$ cat src/rtl/hazard3_tick_gen.sv
// hazard3_tick_gen: APB-programmable fractional clock divider that produces the
// timebase tick for the RISC-V machine timer. Average tick period is
// INT + FRAC/256 clk cycles. tick is a single-cycle pulse for same-clock timers;
// tick_nrz toggles once per tick for timers in another clock domain.
// Optional feature: define TICK_GEN_DBG_HALT_EN to add a dbg_halt input that
// freezes the count (ctr, acc, tick_nrz) while asserted.
module hazard3_tick_gen #(
    parameter logic [15:0] INT_RESET  = 16'd12,
    parameter logic [7:0]  FRAC_RESET = 8'd0,
    parameter logic        EN_RESET   = 1'b1
) (
    input  logic        clk,
    input  logic        rst,
    input  logic [15:0] paddr,
    input  logic        psel,
    input  logic        penable,
    input  logic        pwrite,
    input  logic [31:0] pwdata,
`ifdef TICK_GEN_DBG_HALT_EN
    input  logic        dbg_halt,
`endif
    output logic [31:0] prdata,
    output logic        pready,
    output logic        pslverr,
    output logic        tick,
    output logic        tick_nrz
);

    // A zero INT behaves as 1, so the reset count follows the same rule.
    localparam logic [16:0] CTR_RESET = (INT_RESET == 16'd0) ? 17'd1 : {1'b0, INT_RESET};

    logic        en_q, en_d;
    logic [15:0] int_q, int_d;
    logic [7:0]  frac_q, frac_d;
    logic [16:0] ctr_q, ctr_d;
    logic [7:0]  acc_q, acc_d;
    logic        tick_q, tick_d;
    logic        tick_nrz_q, tick_nrz_d;

    logic        bus_access;
    logic        bus_wr;
    logic        sel_ctrl;
    logic        sel_div;
    logic        sel_count;
    logic        halt;
    logic        expire;
    logic [16:0] int_eff;
    logic [16:0] wr_int_eff;
    logic [8:0]  acc_sum;
    logic        unused_pwdata;

    assign bus_access = psel && penable;
    assign bus_wr     = bus_access && pwrite;
    assign sel_ctrl   = (paddr == 16'h0000);
    assign sel_div    = (paddr == 16'h0004);
    assign sel_count  = (paddr == 16'h0008);

    assign pready  = 1'b1;
    assign pslverr = bus_access && !(sel_ctrl || sel_div || sel_count);

    // Only the low 24 write-data bits map onto any register field.
    assign unused_pwdata = ^pwdata[31:24];

`ifdef TICK_GEN_DBG_HALT_EN
    assign halt = dbg_halt;
`else
    assign halt = 1'b0;
`endif

    assign int_eff    = (int_q == 16'd0) ? 17'd1 : {1'b0, int_q};
    assign wr_int_eff = (pwdata[15:0] == 16'd0) ? 17'd1 : {1'b0, pwdata[15:0]};
    assign acc_sum    = {1'b0, acc_q} + {1'b0, frac_q};
    assign expire     = en_q && !halt && (ctr_q <= 17'd1);

    // Read-data mux; unmapped addresses and unused bits read as zero.
    always_comb begin
        prdata = 32'd0;
        if (sel_ctrl) begin
            prdata = {31'd0, en_q};
        end else if (sel_div) begin
            prdata = {8'd0, frac_q, int_q};
        end else if (sel_count) begin
            prdata = {15'd0, ctr_q};
        end
    end

    // Divider next state: count down, reload with INT_EFF plus fractional carry,
    // and let a DIV write restart the count from scratch.
    always_comb begin
        en_d       = en_q;
        int_d      = int_q;
        frac_d     = frac_q;
        ctr_d      = ctr_q;
        acc_d      = acc_q;
        tick_d     = 1'b0;
        tick_nrz_d = tick_nrz_q;

        if (!en_q) begin
            ctr_d = int_eff;
            acc_d = 8'd0;
        end else if (expire) begin
            acc_d      = acc_sum[7:0];
            ctr_d      = int_eff + {16'd0, acc_sum[8]};
            tick_d     = 1'b1;
            tick_nrz_d = ~tick_nrz_q;
        end else if (!halt) begin
            ctr_d = ctr_q - 17'd1;
        end

        if (bus_wr && sel_ctrl) begin
            en_d = pwdata[0];
        end

        // A DIV write wins over a same-cycle expiry: no tick, no toggle.
        if (bus_wr && sel_div) begin
            int_d      = pwdata[15:0];
            frac_d     = pwdata[23:16];
            ctr_d      = wr_int_eff;
            acc_d      = 8'd0;
            tick_d     = 1'b0;
            tick_nrz_d = tick_nrz_q;
        end
    end

    // State registers with asynchronous reset.
    always_ff @(posedge clk or posedge rst) begin
        if (rst) begin
            en_q       <= EN_RESET;
            int_q      <= INT_RESET;
            frac_q     <= FRAC_RESET;
            ctr_q      <= CTR_RESET;
            acc_q      <= 8'd0;
            tick_q     <= 1'b0;
            tick_nrz_q <= 1'b0;
        end else begin
            en_q       <= en_d;
            int_q      <= int_d;
            frac_q     <= frac_d;
            ctr_q      <= ctr_d;
            acc_q      <= acc_d;
            tick_q     <= tick_d;
            tick_nrz_q <= tick_nrz_d;
        end
    end

    assign tick     = tick_q;
    assign tick_nrz = tick_nrz_q;

endmodule

$ cat config.mk
export PLATFORM = sky130hd
export DESIGN_NAME = hazard3_tick_gen
export DESIGN_NICKNAME = d
export VERILOG_FILES = /design/src/rtl/hazard3_tick_gen.sv
export SDC_FILE = /design/constraint.sdc
export NUM_CORES = 1
export LEC_CHECK = 0
export BUFFER_PORTS_ARGS = -buffer_cell sky130_fd_sc_hd__buf_2
export CAP_MARGIN = 20
export CORE_MARGIN = 8
export CORE_UTILIZATION = 55
export CTS_BUF_LIST = sky130_fd_sc_hd__clkbuf_4 sky130_fd_sc_hd__clkbuf_8
export CTS_CLUSTER_DIAMETER = 40
export DETAILED_ROUTE_END_ITERATION = 8
export GPL_ROUTABILITY_DRIVEN = 0
export GPL_TIMING_DRIVEN = 0
export PLACE_DENSITY = 0.82
export SLEW_MARGIN = 15
export SYNTH_ARGS = -nofsm -noshare
export SYNTH_HDL_FRONTEND = slang
export SYNTH_SLANG_ARGS = --single-unit
export TNS_END_PERCENT = 20
$ cat constraint.sdc
create_clock -name clk -period 4.2 [get_ports clk]
set_input_delay 0 -clock clk [delete_from_list [all_inputs] [get_ports clk]]
set_output_delay 0 -clock clk [all_outputs]
set_load 0.02 [all_outputs]
After elaboration in Yosys (flattened, before gate mapping)

Cells that the tools add are included.

Add/subtract/negate cells: 3
Magnitude comparators: 1
Equality and inequality tests: 3
Mux-type cells: 14
Bitwise operators: 2
Reduce and logical (&&, ||, !) cells: 13

Operator list:

| kind                                                                              | count |
|---|---|
| 17-bit two-way mux                                                                | 4 |
| 32-bit two-way mux                                                                | 2 |
| 16-bit zero test                                                                  | 3 |
| 16-bit two-way mux                                                                | 2 |
| 8-bit two-way mux                                                                 | 3 |
| 16-bit by 1-bit adder with 17-bit output                                          | 1 |
| 17-bit by 1-bit less-or-equal comparator with 1-bit output, second input constant | 1 |
| 17-bit by 1-bit subtractor with 17-bit output, second input constant              | 1 |
| 16-bit by 3-bit == test with 1-bit output, second input constant                  | 1 |
| 16-bit by 4-bit == test with 1-bit output, second input constant                  | 1 |
| 8-bit by 8-bit adder with 9-bit output                                            | 1 |
| 1-bit logical AND                                                                 | 6 |
| 1-bit two-way mux                                                                 | 3 |
| 3-bit by 1-bit != test with 1-bit output, second input constant                   | 1 |
| 3-bit AND reduction                                                               | 1 |
| 1-bit logical OR                                                                  | 2 |
| 1-bit NOT                                                                         | 2 |
| 1-bit zero test                                                                   | 1 |

Register bits: 52
Input bits: 53
Output and inout bits: 36
Logic and storage cells: 43

Depth between registers and ports, before layout

Depth in word-level cells: 6
Depth in mapped cells: 17
Mapped depth without buffers: 17

Worst setup path after synthesis

OpenSTA, ideal clock, no wires.

Kind: register to register
Start: reg frac_q[0]
End: reg ctr_q[14]
Library setup time: 0.065 ns
Arrival: 2.888 ns
Required time: 4.135 ns
Slack: 1.247 ns
Cell stages (with the launch flop): 18
Path buffers: 0
Clock period less this slack: 2.953 ns
Cell sequence: dfrtp_1 > ha_1 > inv_1 > fa_1 > nor2b_1 > o21a_1 > o21ai_0 > a21oi_1 > o21ai_0 > nand2b_1 > ha_1 > ha_1 > nand3_1 > nor3_1 > nand3_1 > o21ai_0 > a211o_1 > o221a_2

Word-level cells in the longest chain between the ends: 5

Ends and longest elaborated chain:

| what                                     | RTL line | source |
|---|---|---|
| start: declaration                       | 34       | `logic [7:0] frac_q, frac_d;` |
| start signal: assignment                 | 138      | `frac_q <= frac_d;` |
| 8-bit by 8-bit adder with 9-bit output   | 72       | `assign acc_sum = {1'b0, acc_q} + {1'b0, frac_q};` |
| 16-bit by 1-bit adder with 17-bit output | 103      | `ctr_d = int_eff + {16'd0, acc_sum[8]};` |
| 17-bit two-way mux                       | 101      | `end else if (expire) begin` |
| 17-bit two-way mux                       | 98       | `if (!en_q) begin` |
| 17-bit two-way mux                       | 115      | `if (bus_wr && sel_div) begin` |
| named net ctr_d[14]                      | 35       | `logic [16:0] ctr_q, ctr_d;` |
| end signal: assignment                   | 139      | `ctr_q <= ctr_d;` |
| end: declaration                         | 35       |  |

The timed path passes the listed nets, and every way through them passes these cells.
A chain may end at the register's enable or synchronous reset.

Worst setup path in the final report

Same ends and word-level chain as after synthesis.

==> results.cfg <==
[clock_tree]
clock-root-buffer = clkbuf_8
ctsHoldBuffers = 25
cts.sinks = 52
htreeDepth = 2
tritoncts = yes
clock_path_buffers = 2
cts_setup_buffers = 0
clk_latency_ns = 0.32
clk_pin_slew_worst_paths_ns = 0.11
cts_resized = 0
cts_buffers = 5

[global_routing]
antenna_found_initial = 0
grt_max_degree = 30
grt_first_pass_wirelength_um = 17190
grt_pass1_vias = 3621
grt_usage_pct = 23.85
overflow = 0

[route]
drt_iter0_drc = 425
avgRoutedWirePerCell_um = 17.47
vias = 3519
routed_via_density = 5.836
ant_nets = 0
drtPass1Iterations = 5
wirelength_um = 10530
drcViolationCount = 0

[yosys]
syn_inst = 414
yosysSeqAreaShare_pct = 37.55
syn-cell-area_sq_um = 3482
ys_warn_count = 0
async_flop_share_pct = 100.0
synth_edf_count = 0
ys_ff_latch = 52
synth_cell_types = 58
synthFlopType = dfrtp_1
avgSynthCellArea_sq_um = 8.411

[placement]
dp_hpwl_um = 7724
dpl_cell_area_sq_um = 3980
post-place-ws_ns = 0.6799
port-buffer-count = 71

[finish]
register_area_sq_um = 1308
diodes = 0
multi_input_area_sq_um = 1992
layout-drive-gt1-share_pct = 21.29
final_area_sq_um = 4325
final_core_util_pct = 69.31
final_cell_mix = nand2_1, buf_2, dfrtp_1, o21ai_0, dlygate4sd3_1
nets = 591
syn2layout_area_growth_pct = 24.22
final_common_cell = nand2_1
fillers = 486

[power]
power_uw = 890.9
pwr_density_cell_nw_per_um2 = 206.0
vdd_ir_drop_max_mv = 0.1585
power.leakage_uw = 0.002215

[timing]
fin_tns_setup_ns = 0
setup_ws_ns = 0.5684
period_needed_ns = 3.632
fmax_ghz = 0.2754
worst_pin_slew_ns = 0.8572
drv_slew = 0
hold_violations = 0
relSlewSlack_pct = 42.41
setup_viol = 0
finalCritPeriodShare_pct = 86.47
grt_setup_unrepaired = false
fin_skew_ns = 0.005450

[floorplan]
core_area_sq_um = 6241
die_h_um = 95.57
die_w_um = 95.57
rows = 29
dieArea_sq_um = 9134
start_util_pct = 55.79
io_pins = 89

[critical_path]
required_ns = 4.46
path_class = reg2reg
cp-start-kind = flip-flop
critPathCaptureType = flip-flop
cp_max_fo = 4
critical_path_arrival_ns = 3.89

[run]
drv_cap = 0

[outcome]
status = complete, no violations

[hold_path]
hp-class = in2reg
[area by class of cell]
cell class	count	area share, %
plain buffers	30	3.789
flip-flops and latches	52	30.23
inverters	12	1.041
well taps	77	2.227
clock buffers	5	1.591
multi-input cells	327	46.05
repair buffers	97	14.46
clock inverters	3	0.6075
[registers in the layout (all words and copies together), names as in the netlist]
| name | count |
|---|---|
| tick_nrz | 1 |
| frac_q | 8 |
| acc_q | 8 |
| tick | 1 |
| ctr_q | 17 |
| int_q | 16 |
| en_q | 1 |
[cell families after synthesis]
logic type	share of synthesized area (%)
AO/OA/AOI/OAI	16.78
flip-flops	37.55
buffers and inverters	6.001
adder cells (fa/ha/maj)	4.887
other	0.2157
multiplexers	2.048
AND/OR/NAND/NOR	26.23
XOR/XNOR	6.288
[synthesized netlist by cell type (2+ instances only)]
cell / n / share of area, %
and4_1: 2 / 0.50
clkbuf_1: 13 / 1.4
dfrtp_1: 47 / 34
a21oi_1: 13 / 1.9
nand4_1: 5 / 0.90
nand3_1: 13 / 1.9
and2_1: 9 / 1.6
mux2i_1: 6 / 1.7
or2_2: 2 / 0.36
a22oi_1: 2 / 0.43
conb_1: 2 / 0.22
nor2_1: 21 / 2.3
o21ai_0: 28 / 4.0
ha_1: 12 / 4.3
or4_1: 3 / 0.65
nor4_1: 8 / 1.4
o221ai_1: 2 / 0.50
a21o_1: 2 / 0.43
buf_4: 12 / 2.6
nand2_1: 88 / 9.5
o211ai_1: 3 / 0.65
o22ai_1: 2 / 0.36
a211o_1: 2 / 0.50
and3_1: 5 / 0.90
xnor2_1: 15 / 3.8
o31ai_1: 2 / 0.43
nor2b_1: 2 / 0.36
a22o_1: 19 / 4.8
nor3_1: 15 / 2.2
dfstp_2: 5 / 3.8
or3_1: 4 / 0.72
xor2_1: 10 / 2.5
buf_2: 4 / 0.57
inv_1: 12 / 1.3
[per-layer routing]
layer	global-route usage [%]	part of all wire (%)	vias to the layer above
met2	41.54	50	174
met1	28.09	39	1653
met3	4.488	6.9	31
met4	9.859	3.5	0
li1	-	-	1661
met5	0	0	-
[final timing paths]
check                          start   endpoint  slack, ns  cells after the start
min                          penable       en_q       0.09                      3
min reg2reg                 tick_nrz   tick_nrz       0.48                      1
min in group asynchronous        rst  frac_q[2]       0.26                      3
max reg2reg                frac_q[0]  ctr_q[14]       0.57                     17
max in group asynchronous        rst       en_q       3.33                      4
max                        frac_q[0]  ctr_q[14]       0.57                     17
[metrics by stage]
| stage | std cells | hold slack, ns |
|---|---|---|
| 2_1_floorplan | 421 | 0.09890 |
| 3_3_place_gp | 569 | 0.1880 |
| 3_5_place_dp | 570 | 0.08060 |
| 4_1_cts | 603 | 0.08256 |
| 5_1_grt | 603 | 0.09009 |
| 6_report | 603 | 0.09188 |
[where the power goes]
group | switching, uW | total, uW | internal [uW]
clock network | 192 | 315 | 123
logic | 35.3 | 75.3 | 40.0
registers | 0.0698 | 501 | 501
[critical path, cell delays in order (launching register included)]
cell,delay (ns)
dfrtp_1,0.40
ha_1,0.19
inv_1,0.06
fa_1,0.40
nor2b_1,0.14
o21a_1,0.16
o21ai_0,0.14
a21oi_1,0.15
o21ai_0,0.08
nand2b_1,0.08
ha_1,0.23
ha_1,0.22
nand3_1,0.17
nor3_1,0.41
nand3_1,0.21
o21ai_0,0.21
a211o_1,0.16
o221a_2,0.17
(Power assumes the default switching activity.)
